--- config.mk ---
export PLATFORM = sky130hd
export DESIGN_NAME = bubble_buffer_loader_flat
export DESIGN_NICKNAME = d
export VERILOG_FILES = /design/src/rtl/bubble_buffer_loader_if.sv /design/src/rtl/bubble_buffer_loader.sv /design/src/flat_wrapper.sv
export SDC_FILE = /design/constraint.sdc
export NUM_CORES = 1
export LEC_CHECK = 0
export BUFFER_PORTS_ARGS = -buffer_cell sky130_fd_sc_hd__clkbuf_2
export CAP_MARGIN = 20
export CELL_PAD_IN_SITES_DETAIL_PLACEMENT = 1
export CELL_PAD_IN_SITES_GLOBAL_PLACEMENT = 1
export CORE_UTILIZATION = 43
export CTS_CLUSTER_DIAMETER = 120
export DETAILED_ROUTE_END_ITERATION = 8
export GPL_ROUTABILITY_DRIVEN = 0
export HOLD_SLACK_MARGIN = 0.15
export PLACE_DENSITY = 0.81
export SYNTH_ARGS = -nofsm -noshare
export SYNTH_HDL_FRONTEND = slang
export SYNTH_SLANG_ARGS = --single-unit
--- constraint.sdc ---
create_clock -name MCLK -period 5.4 [get_ports MCLK]
set_clock_uncertainty 0.2 [all_clocks]
set_input_delay 0.54 -clock MCLK [delete_from_list [all_inputs] [get_ports MCLK]]
set_output_delay 0.54 -clock MCLK [all_outputs]
set_load 0.005 [all_outputs]
--- src/rtl/bubble_buffer_loader_if.sv ---
// rtl/bubble_buffer_loader_if.sv - byte stream and output-buffer write bus for bubble_buffer_loader
interface bubble_buffer_loader_if #(
    parameter int ADDR_W = 15
);
    logic [7:0]        BYTE_DATA;
    logic              BYTE_VALID;
    logic              BYTE_READY;
    logic              nOUTBUFWRCLKEN;
    logic [ADDR_W-1:0] OUTBUFWRADDR;
    logic              OUTBUFWRDATA;

    modport master (
        input  BYTE_DATA,
        input  BYTE_VALID,
        output BYTE_READY,
        output nOUTBUFWRCLKEN,
        output OUTBUFWRADDR,
        output OUTBUFWRDATA
    );

    modport slave (
        output BYTE_DATA,
        output BYTE_VALID,
        input  BYTE_READY,
        input  nOUTBUFWRCLKEN,
        input  OUTBUFWRADDR,
        input  OUTBUFWRDATA
    );
endinterface

--- src/rtl/bubble_buffer_loader.sv ---
// rtl/bubble_buffer_loader.sv - MSB-first byte-to-bit loader for the bubble output buffer (optional BUFLOADER_CHECKSUM_EN)
module bubble_buffer_loader #(
    parameter int ADDR_W = 15,
    parameter int LEN_W  = 16
) (
    input  logic                   MCLK,
    input  logic                   nRESET,
    input  logic                   START,
    input  logic [ADDR_W-1:0]      START_ADDR,
    input  logic [LEN_W-1:0]       BITLEN,
    input  logic                   ABORT,
    bubble_buffer_loader_if.master bus,
    output logic                   BUSY,
    output logic                   DONE,
    output logic [15:0]            CHECKSUM
);

    typedef enum logic [1:0] {
        IDLE   = 2'd0,
        FETCH  = 2'd1,
        SHIFT  = 2'd2,
        FINISH = 2'd3
    } state_t;

    state_t            state_q, state_d;
    logic [ADDR_W-1:0] addr_q;
    logic [LEN_W-1:0]  remain_q;
    logic [7:0]        shreg_q;
    logic [2:0]        bitidx_q;

    logic              wr_n_q;
    logic [ADDR_W-1:0] wr_addr_q;
    logic              wr_data_q;
    logic              done_q;

    logic              start_acc;
    logic              byte_acc;
    logic              shift_en;

    // ABORT wins over a same-cycle byte, so the loader never sees a completed handshake that is dropped
    assign bus.BYTE_READY     = (state_q == FETCH) && !ABORT;
    assign bus.nOUTBUFWRCLKEN = wr_n_q;
    assign bus.OUTBUFWRADDR   = wr_addr_q;
    assign bus.OUTBUFWRDATA   = wr_data_q;
    assign BUSY               = (state_q != IDLE);
    assign DONE               = done_q;

    // State register
    always_ff @(posedge MCLK or negedge nRESET) begin
        if (!nRESET) begin
            state_q <= IDLE;
        end else begin
            state_q <= state_d;
        end
    end

    // Next state and per-cycle datapath strobes
    always_comb begin
        state_d   = state_q;
        start_acc = 1'b0;
        byte_acc  = 1'b0;
        shift_en  = 1'b0;
        case (state_q)
            IDLE: begin
                if (START) begin
                    start_acc = 1'b1;
                    state_d   = (BITLEN == '0) ? FINISH : FETCH;
                end
            end
            FETCH: begin
                if (ABORT) begin
                    state_d = IDLE;
                end else if (bus.BYTE_VALID) begin
                    byte_acc = 1'b1;
                    state_d  = SHIFT;
                end
            end
            SHIFT: begin
                if (ABORT) begin
                    state_d = IDLE;
                end else begin
                    shift_en = 1'b1;
                    if (remain_q == LEN_W'(1)) begin
                        state_d = FINISH;
                    end else if (bitidx_q == 3'd0) begin
                        state_d = FETCH;
                    end
                end
            end
            FINISH: begin
                state_d = IDLE;
            end
            default: begin
                state_d = IDLE;
            end
        endcase
    end

    // Address/length/shift datapath; write bus is registered one cycle behind the SHIFT state
    always_ff @(posedge MCLK or negedge nRESET) begin
        if (!nRESET) begin
            addr_q    <= '0;
            remain_q  <= '0;
            shreg_q   <= '0;
            bitidx_q  <= '0;
            wr_n_q    <= 1'b1;
            wr_addr_q <= '0;
            wr_data_q <= 1'b0;
            done_q    <= 1'b0;
        end else begin
            if (start_acc) begin
                addr_q   <= START_ADDR;
                remain_q <= BITLEN;
            end
            if (byte_acc) begin
                shreg_q  <= bus.BYTE_DATA;
                bitidx_q <= 3'd7;
            end
            if (shift_en) begin
                shreg_q   <= {shreg_q[6:0], 1'b0};
                addr_q    <= addr_q + ADDR_W'(1);
                remain_q  <= remain_q - LEN_W'(1);
                bitidx_q  <= bitidx_q - 3'd1;
                wr_addr_q <= addr_q;
                wr_data_q <= shreg_q[7];
            end
            wr_n_q <= !shift_en;
            done_q <= (state_q == FINISH) && !ABORT;
        end
    end

`ifdef BUFLOADER_CHECKSUM_EN
    logic [15:0] csum_q;

    // Running byte sum of the current transfer, held until the next accepted START
    always_ff @(posedge MCLK or negedge nRESET) begin
        if (!nRESET) begin
            csum_q <= '0;
        end else if (start_acc) begin
            csum_q <= '0;
        end else if (byte_acc) begin
            csum_q <= csum_q + {8'd0, bus.BYTE_DATA};
        end
    end

    assign CHECKSUM = csum_q;
`else
    assign CHECKSUM = 16'd0;
`endif

endmodule

--- src/flat_wrapper.sv ---
// flat-port wrapper written by rule: the top's interface ports become plain ports
module bubble_buffer_loader_flat 
#(
    parameter int ADDR_W = 15,
    parameter int LEN_W  = 16
)
  (MCLK, nRESET, START, START_ADDR, BITLEN, ABORT, BUSY, DONE, CHECKSUM, bus_BYTE_DATA, bus_BYTE_VALID, bus_BYTE_READY, bus_nOUTBUFWRCLKEN, bus_OUTBUFWRADDR, bus_OUTBUFWRDATA);
  bubble_buffer_loader_if #(.ADDR_W(ADDR_W)) bus_i ();
  input  logic MCLK;
  input  logic nRESET;
  input  logic START;
  input  logic [ADDR_W-1:0] START_ADDR;
  input  logic [LEN_W-1:0] BITLEN;
  input  logic ABORT;
  output logic BUSY;
  output logic DONE;
  output logic [15:0] CHECKSUM;
  input wire logic [$bits(bus_i.BYTE_DATA)-1:0] bus_BYTE_DATA;
  input wire logic [$bits(bus_i.BYTE_VALID)-1:0] bus_BYTE_VALID;
  output wire logic [$bits(bus_i.BYTE_READY)-1:0] bus_BYTE_READY;
  output wire logic [$bits(bus_i.nOUTBUFWRCLKEN)-1:0] bus_nOUTBUFWRCLKEN;
  output wire logic [$bits(bus_i.OUTBUFWRADDR)-1:0] bus_OUTBUFWRADDR;
  output wire logic [$bits(bus_i.OUTBUFWRDATA)-1:0] bus_OUTBUFWRDATA;
  assign bus_i.BYTE_DATA = bus_BYTE_DATA;
  assign bus_i.BYTE_VALID = bus_BYTE_VALID;
  assign bus_BYTE_READY = bus_i.BYTE_READY;
  assign bus_nOUTBUFWRCLKEN = bus_i.nOUTBUFWRCLKEN;
  assign bus_OUTBUFWRADDR = bus_i.OUTBUFWRADDR;
  assign bus_OUTBUFWRDATA = bus_i.OUTBUFWRDATA;
  bubble_buffer_loader #(.ADDR_W(ADDR_W), .LEN_W(LEN_W)) u_core (.MCLK(MCLK), .nRESET(nRESET), .START(START), .START_ADDR(START_ADDR), .BITLEN(BITLEN), .ABORT(ABORT), .bus(bus_i), .BUSY(BUSY), .DONE(DONE), .CHECKSUM(CHECKSUM));
endmodule
==> results of run 1 <==
-- through the flow --
step	util	cell area, µm²	hold WS [ns]
final	0.5217	3845	0.1593
after CTS	0.5197	3830	0.1948
after detailed placement	0.4879	3596	0.2674
after global routing	0.5217	3845	0.2304
after global placement	0.4879	3596	0.2536
after floorplan	-	3379	0.04441
-- flip-flops by register name, indices dropped and copies added, names as in the netlist --
signal,flops
u_core.remain_q,16
u_core.addr_q,15
u_core.bus.OUTBUFWRADDR,15
u_core.shreg_q,8
u_core.bitidx_q,3
u_core.state_q,2
u_core.DONE,1
u_core.bus.OUTBUFWRDATA,1
u_core.bus.nOUTBUFWRCLKEN,1
-- metal layers --
layer | vias up | track usage | routed length [µm]
li1 | 1377 | - | -
met1 | 1421 | 0.3171 | 4001
met2 | 74 | 0.3885 | 4444
met3 | 15 | 0.03638 | 368
met4 | 0 | 0.09946 | 174
met5 | - | 0 | 0
-- path summary, 6_finish.rpt --
path	end	slack, ns	cells after the start
hold reg to reg	u_core.bus.OUTBUFWRADDR[3]	0.28	2
setup reg to reg	u_core.remain_q[7]	2.38	5
min in group MCLK	u_core.shreg_q[0]	0.20	3
max in group asynchronous	u_core.addr_q[10]	4.29	2
setup / recovery	u_core.remain_q[7]	2.38	5
hold / removal	u_core.shreg_q[7]	0.16	2
-- where the power goes --
part / switching, mW / total (mW) / leakage, nW / internal, mW
combinational: 0.158 / 0.287 / 0.902 / 0.130
clock: 0.192 / 0.489 / 0.120 / 0.297
sequential: 0.112 / 0.690 / 0.755 / 0.578
total: 0.462 / 1.47 / 1.78 / 1.00
-- layout make-up --
cell class / count / area (µm²)
Fill cell: 898 / 3525
Multi-Input combinational cell: 276 / 1555
Sequential cell: 62 / 1553
Timing Repair Buffer: 67 / 352.8
Clock buffer: 13 / 168.9
Tap cell: 99 / 123.9
Clock inverter: 3 / 65.06
Inverter: 7 / 26.28
-- synth_stat cells (3+ instances only) --
cell,count,share of area
nor2_1,29,0.033
ha_1,5,0.019
dfrtp_1,61,0.46
a21oi_1,15,0.023
nor4_1,6,0.011
o21ai_0,15,0.023
nor3_1,6,0.0090
inv_1,6,0.0068
o211ai_1,7,0.016
or3_1,3,0.0056
buf_4,21,0.047
nand3_1,14,0.021
o31ai_1,3,0.0068
nand4_1,7,0.013
and3_1,3,0.0056
mux2i_1,6,0.018
a31oi_1,3,0.0056
nand2_1,86,0.097
a311oi_1,4,0.011
buf_6,3,0.010
buf_2,10,0.015
o221ai_1,4,0.011
o22ai_1,7,0.013
-- layout by cell type, fill, tap and decap left out, types with 7 or more instances in the layout --
cell type	count
nor2_1	29
a21oi_1	15
dfrtp_1	61
conb_1	16
o21ai_0	15
o211ai_1	7
clkbuf_2	63
clkbuf_8	12
o22ai_1	7
nand3_1	14
nand4_1	7
nand2_1	86
-- cell families (layout without fill, tap and decap cells) --
| family | after synthesis | count (layout) | synth area share |
|---|---|---|---|
| flops | 62 | 62 | 0.4672 |
| mux | 6 | 6 | 0.01807 |
| compound gates | 74 | 74 | 0.1506 |
| other cells | 1 | 16 | 0.001128 |
| buf+inv | 42 | 90 | 0.08170 |
| fa+ha+maj | 5 | 5 | 0.01883 |
| xor+xnor | 2 | 2 | 0.005272 |
| simple gates | 173 | 173 | 0.2572 |
==> flow_metrics.tcl, run 1 <==
set metrics [dict create \
    outcome "finished, final reports clean" \
    r2r_start "u_core.state_q[1]" \
    synth.avg_cell_area_um2 9.105 \
    antenna_found_initial 0 \
    stdcell_count 527 \
    drive_gt1_frac 0.2313 \
    worst_slack_ns 2.381 \
    drt_wl_total_mm 8.989 \
    grt_overflow_total 0 \
    area_growth_pct 15.70 \
    initial_core_util 0.4509 \
    grt_pass1_wl_mm 15.21 \
    synthCells 365 \
    place_ws_ns 2.304 \
    cts-hold-fix-buffers 0 \
    die_area_mm2 0.008084 \
    io_buffers 63 \
    first_iter_violations 215 \
    crit_buf_inv 1 \
    wire_per_inst_um 17.06 \
    maxSlewHeadroom 0.3921 \
    synth_edf_count 0 \
    ant_nets 0 \
    critPathLaunchType "register" \
    critPathLaunch "u_core.state_q[1]" \
    vias_per_cell 5.478 \
    leakage_nw 1.777 \
    syn_area_mm2 0.003323 \
    slew_violations 0 \
    fin_crit_ns 3.019 \
    ys_warn_count 0 \
    worst_pin_slew_ns 0.9109 \
    cts.sinks 62 \
    drc 0 \
    power_mw 1.467 \
    crit_required_ns 5.44 \
    tns_ns 0 \
    die_y_um 89.91 \
    grt_pass1_vias 2991 \
    ys_seq_elements 62 \
    die_w_um 89.91 \
    rows 31 \
    cts_setup_buffers 0 \
    ctsHtreeMaxLevel 3 \
    max_freq_mhz 331.2 \
    grtUsageTotal 0.2381 \
    diodes 0 \
    cp_top_family "simple AND/OR/NAND/NOR gates" \
    design.portCount 80 \
    synth_flop_cell "dfrtp_1" \
    cts.clk_slew.worst_paths_ns 0.07 \
    dr.pass1.iters 4 \
    yosysSeqAreaShare 0.4672 \
    synthArstFlopShare 1.000 \
    cp_max_fo 42 \
    irDropWorstVdd_uv 160.3 \
    cts_buffer_depth 2 \
    cts_made_buffers 9 \
    crit_slowest_cell "nor3b_4" \
    vias 2887 \
    place_inst 510 \
    maxCapViolCount 0 \
    root_buffer "clkbuf_8" \
    cts_resized 0 \
    power_density_mw_per_mm2 381.4 \
    arrival_ns 3.06 \
    grt_setup_unrepaired "no" \
    hold_path_class "in -> async" \
    post-dp-hpwl_mm 5.977 \
    crit_path_end_kind "register" \
    critPathKind "reg -> reg" \
    max_stage_delay_ns 0.83 \
    synth_cell_types 54 \
    fin_nets 472 \
    final.period_utilization 0.5591 \
    cts_tree "yes" \
    grt_max_degree 63 \
    crit_chain "nor3b_4 > inv_2 > or4_1 > nand3_1 > nand2_1" \
    core_region_area_mm2 0.007370 \
    finalHoldViolCount 0 \
    setup_viol 0 \
    clkLatencyLatePin_ns 0.35 \
]
Power figures use the tool's default switching activity.
==> run 2: changes to the inputs <==
- ABC_AREA: unset -> 1
- CORE_UTILIZATION: 43 -> 39
- PLACE_DENSITY: 0.81 -> 0.76
- clock period: 5.4 -> 3.1 ns (I/O delays scaled with it)
==> run 2 against run 1 <==
  * Final cell count rose by 39%
  * Area after synthesis rose by 11%
  * Flip-flop and latch count unchanged
  * Combinational power grew to 5.7 times the previous value
  * Final area up 19%
  * Largest cell class unchanged
==> flow_metrics.tcl, run 2 <==
set metrics [dict create \
    ys_seq_elements 62 \
    synth.avg_cell_area_um2 7.118 \
    slew_violations 0 \
    layout_commonest_cell "nand2_1" \
    rows 35 \
    r2r_start "u_core.state_q[0]" \
    diodes 0 \
    drc 0 \
    cts.sinks 62 \
    crit_path_end_kind "register" \
    vias_per_cell 5.030 \
    synthCells 517 \
    grt_pass1_vias 3866 \
    maxSlewHeadroom 0.4731 \
    reg2reg_depth 8 \
    die_y_um 99.14 \
    largest_reg_flops 16 \
    post-dp-hpwl_mm 7.661 \
    synth_flop_cell "dfrtp_1" \
    tns_ns 0 \
    ys_warn_count 0 \
    syn_area_mm2 0.003680 \
    cts_tree "yes" \
    cts.clk_slew.worst_paths_ns 0.07 \
    drive_gt1_frac 0.1565 \
    design_area_mm2 0.004574 \
    drt_wl_total_mm 11.09 \
    irDropWorstVdd_uv 376.6 \
    p_switching_mw 1.701 \
    ctsHtreeMaxLevel 3 \
    worst_pin_slew_ns 0.7904 \
    placed_cell_area_mm2 0.003994 \
    grt_overflow_total 0 \
    cp_max_fo 64 \
    clkLatencyLatePin_ns 0.34 \
    timing.critical_path.to "u_core.addr_q[10]" \
    cts_resized 0 \
    dr.pass1.iters 6 \
    antenna_found_initial 0 \
    critPathLaunch "ABORT" \
    design.portCount 80 \
    cts_made_buffers 9 \
    grtUsageTotal 0.2419 \
    synth_cell_types 33 \
    die_w_um 99.14 \
    synthArstFlopShare 1.000 \
    critPathKind "in -> reg" \
    hold_path_class "in -> reg" \
    leakage_nw 2.288 \
    outcome "finished, final reports clean" \
    fin_nets 664 \
    initial_core_util 0.4001 \
    final_cell_mix "nand2_1, nor2_1, clkbuf_2" \
    first_iter_violations 168 \
    yosysTopAreaCell "dfrtp_1" \
    pwr-share-comb 0.420 \
    die_area_mm2 0.009828 \
    area_growth_pct 24.31 \
    io_buffers 63 \
    critPathLaunchType "primary input" \
    crit_required_ns 3.13 \
    fin_crit_ns 2.310 \
    finalHoldViolCount 0 \
    max_freq_mhz 432.9 \
    wire_per_inst_um 15.17 \
    setup_viol 0 \
    power_density_mw_per_mm2 857.1 \
    yosysTopAreaCellShare 0.4148 \
    grt_setup_unrepaired "no" \
    grt_pass1_wl_mm 18.54 \
    yosysSeqAreaShare 0.4220 \
    synth_commonest_cells "nand2_1, nor2_1, dfrtp_1, inv_1, nand3_1" \
    cts_buffer_depth 2 \
    root_buffer "clkbuf_8" \
    grt_max_degree 65 \
    reg2reg_to "u_core.addr_q[10]" \
    power_switching_share 0.4339 \
    hold_slack_ns 0.1493 \
    p_clk_frac 0.189 \
    final.period_utilization 0.7451 \
    arrival_ns 2.34 \
    synth_most_common_cell "nand2_1" \
    reg2reg_slack_ns 1.07 \
    regMostFlops "u_core.remain_q" \
    ant_nets 0 \
    vias 3677 \
    netlist_top_cells_area "dfrtp_1, nand2_1, nor2_1, inv_1, nand3_1" \
    power.share.sequential 0.391 \
    maxCapViolCount 0 \
    hold_start "START_ADDR[5]" \
    core_region_area_mm2 0.009196 \
    synth_edf_count 0 \
    p_int_mw 2.220 \
    n_fill_cell 1216 \
]
-- run 2: cell count changes after synthesis, sizes merged, moves of 5 or more --
cell and delta:
a21oi -11, o21ai +17, inv +48, nand2 +63, mux2i -6, nor2 +70, nor4 -8, nor3 -5
nand3 +21, nand4 -5
-- run 2: area by class of cell --
type,instances,area (µm²),area share
inverter,55,214.0,0.04677
clock inverter,4,45.04,0.009847
sequential,62,1553,0.3394
multi-input combinational,382,1730,0.3783
timing repair buffer,105,738.2,0.1614
tap,111,138.9,0.03036
clock buffer,12,155.1,0.03392
-- run 2: logic make-up (layout without fill, tap and decap cells) --
group | Yosys count | in the layout | synth area share
AOI/OAI and AO/OA | 62 | 62 | 0.1030
xor gates and xnor gates | 1 | 1 | 0.002381
adders and majority gates | 5 | 5 | 0.01700
buffers and inverters | 88 | 176 | 0.1238
DFF | 62 | 62 | 0.4220
other | 1 | 16 | 0.001019
and+or+nand+nor | 298 | 298 | 0.3308
-- run 2: timing repair --
item / 4_1_cts / 5_1_grt
buffers inserted: 0 / 0
hold buffers: 38 / 0
endpoints found under the setup margin: 0 / 0
hold endpoints to repair: 63 / 0
-- run 2: worst min path at each step --
stage | end | slack [ns] | cells after the start
floorplan | u_core.DONE | -0.19 | 0
global placement | u_core.shreg_q[2] | 0.22 | 1
detailed placement | u_core.shreg_q[2] | 0.24 | 1
CTS | u_core.addr_q[5] | 0.15 | 5
global route | u_core.addr_q[5] | 0.17 | 5
finish | u_core.addr_q[5] | 0.15 | 5
-- run 2: metal layers --
metal / GRT usage / wire [µm] / vias to the layer above
met1: 0.2905 / 4796 / 1784
met3: 0.04357 / 387 / 18
met2: 0.4320 / 5670 / 76
met4: 0.09276 / 234 / 0
met5: 0 / 0 / -
li1: - / - / 1799
-- run 2: worst max-delay path: stages --
cell and delay [ns]:
dlygate4sd3_1 0.55, clkbuf_2 0.14, nor2_1 0.13, nand2_2 0.30, inv_8 0.43, nand3_1 0.18, o21ai_0 0.11, nand2_1 0.07
nand2_1 0.07, inv_1 0.04
-- run 2: power by group through the flow --
stage,Combinational (mW),Sequential [mW],Clock [mW]
after floorplan,1.15,1.45,0
after global placement,1.51,1.51,0
after detailed placement,1.61,1.54,0
after CTS,1.65,1.53,0.755
after global routing,1.89,1.59,0.785
final,1.65,1.53,0.741
-- run 2: through the flow --
stage	utilization	setup slack, ns	instances	power [mW]
6_report	0.4974	0.7902	731	3.921
5_1_grt	0.4974	0.6126	731	4.256
4_1_cts	0.4974	0.7949	731	3.939
3_5_place_dp	0.4343	1.000	677	3.149
3_3_place_gp	0.4343	1.064	677	3.029
2_1_floorplan	-	1.612	532	2.601
==> run 3: changes to the inputs <==
- CORE_UTILIZATION: 39 -> 35
- PLACE_DENSITY: 0.76 -> 0.72
- clock period: 3.1 -> 2.05 ns (I/O delays scaled with it)
==> run 3 against run 2 <==
  * Critical path depth stayed put
  * Total power is 53% higher
  * Sequential share of layout area is 0.87 points lower
  * Final cell count is 4.7% higher
  * Via count is 0.73% higher
==> flow_metrics.tcl, run 3 (synthesized netlist as in run 2, its figures left out) <==
set metrics [dict create \
    cts_buffer_depth 2 \
    max_freq_mhz 520.3 \
    cp_top_family "buffers and inverters" \
    cts_tree "yes" \
    grt_overflow_total 0 \
    crit_slowest_cell "dlygate4sd3_1" \
    fin_nets 673 \
    cts.sinks 62 \
    n_fill_cell 1351 \
    fin_crit_ns 1.922 \
    leakage_nw 2.328 \
    finalHoldViolCount 0 \
    cts.clk_slew.worst_paths_ns 0.08 \
    maxCapViolCount 0 \
    die_w_um 104.5 \
    core_region_area_mm2 0.01028 \
    design.portCount 80 \
    initial_core_util 0.3580 \
    crit_path_end_kind "register" \
    grtUsageTotal 0.2204 \
    grt_setup_unrepaired "no" \
    drc 0 \
    vias 3704 \
    die_area_mm2 0.01093 \
    cpMostUsedCell "nand2_1" \
    placed_cell_area_mm2 0.004035 \
    antenna_found_initial 0 \
    grt_pass1_wl_mm 18.84 \
    setup_viol 0 \
    die_y_um 104.5 \
    ant_nets 0 \
    regMostFlops "u_core.remain_q" \
    grt_pass1_vias 3942 \
    dr.pass1.iters 4 \
    stdcell_count 765 \
    largest_reg_flops 16 \
    tns_ns 0 \
    slew_violations 0 \
    layout_commonest_cell "nand2_1" \
    diodes 0 \
    irDropWorstVdd_uv 488.5 \
    crit_required_ns 2.10 \
    critPathLaunchType "primary input" \
    crit_chain "dlygate4sd3_1 > clkbuf_2 > nor2_1 > nand2_2 > inv_8 > nand3_1 > o21ai_0 > nand2_1 > nand2_1 > inv_1" \
    area_growth_pct 27.58 \
    cts_made_buffers 9 \
    crit_buf_inv 4 \
    clkLatencyLatePin_ns 0.36 \
    hold_slack_ns 0.2189 \
    arrival_ns 1.98 \
    path_depth 10 \
    multi_input_area_mm2 0.001730 \
    seqCellArea_mm2 0.001553 \
    outcome "finished, final reports clean" \
    power_mw 6.009 \
    critPathKind "in -> reg" \
    first_iter_violations 108 \
    final_cell_mix "nand2_1, nor2_1, clkbuf_2" \
    vias_per_cell 4.842 \
    reg2reg_depth 9 \
    design_area_mm2 0.004695 \
    max_stage_delay_ns 0.56 \
    root_buffer "clkbuf_8" \
    cp_max_fo 64 \
    cts_setup_buffers 0 \
    hold_path_class "in -> async" \
    r2r_start "u_core.remain_q[0]" \
    final.period_utilization 0.9375 \
    grt_max_degree 65 \
    rows 37 \
    reg2reg_slack_ns 0.26 \
    power_density_mw_per_mm2 1280 \
    drive_gt1_frac 0.1574 \
    reg2reg_to "u_core.remain_q[12]" \
    wire_per_inst_um 14.69 \
    ctsHtreeMaxLevel 3 \
    place_inst 705 \
    post-dp-hpwl_mm 7.631 \
    io_buffers 63 \
    drt_wl_total_mm 11.24 \
]
[run 3: cell types whose count changed in the layout (fill, tap and decap cells not counted), sizes merged]
cell | before | now
buf | 4 | 7
bufinv | 1 | 2
clkinv | 3 | 2
dlygate4sd3 | 38 | 44
[run 3: cell type report]
type	count	share of cell area
multi-input cells	382	0.3686
flip-flops and latches	62	0.3308
repair buffers	114	0.1730
inverters	55	0.04558
well taps	136	0.03625
clock buffers	12	0.03092
clock inverters	4	0.01493
[run 3: how the worst max path moves through the flow]
stage | start | endpoint | slack [ns]
CTS | ABORT | u_core.bitidx_q[2] | 0.15
floorplan | u_core.addr_q[0] | u_core.addr_q[12] | 0.56
detailed placement | u_core.addr_q[0] | u_core.addr_q[12] | 0.27
global placement | u_core.remain_q[0] | u_core.remain_q[10] | 0.32
finish | ABORT | u_core.addr_q[10] | 0.13
global route | ABORT | u_core.addr_q[10] | 0.01
[run 3: repair_timing]
item	4_1_cts	5_1_grt
gates resized for setup	0	1
endpoints found under the setup margin	0	1
hold buffers	44	0
endpoints found under the hold margin	104	0
[run 3: worst reg2reg max path, delay by kind of cell, from the launching register on]
kind | cells | cell delay, ns
adder cells (fa/ha/maj) | 1 | 0.21
buffers and inverters | 2 | 0.29
flip-flops | 1 | 0.39
AND/OR/NAND/NOR | 6 | 0.57
[run 3: routing by layer]
metal / GRT usage / wire length, µm / vias to the layer above
met5: 0 / 0 / -
met4: 0.08673 / 257 / 0
met3: 0.04928 / 400 / 24
met2: 0.3855 / 5552 / 69
met1: 0.2610 / 5029 / 1797
li1: - / - / 1814
[run 3: stage by stage]
stage / utilization / worst slack [ns]
after floorplan: - / 0.5623
after global placement: 0.3926 / 0.3193
after detailed placement: 0.3926 / 0.2724
after CTS: 0.4564 / 0.1456
after global routing: 0.4568 / 0.01110
final: 0.4568 / 0.1281
[run 3: where the power goes]
part           leakage (nW)  internal [mW]  switching (mW)
clock network         0.110          0.715           0.517
logic                  1.49          0.941            1.53
registers             0.730           1.81           0.492
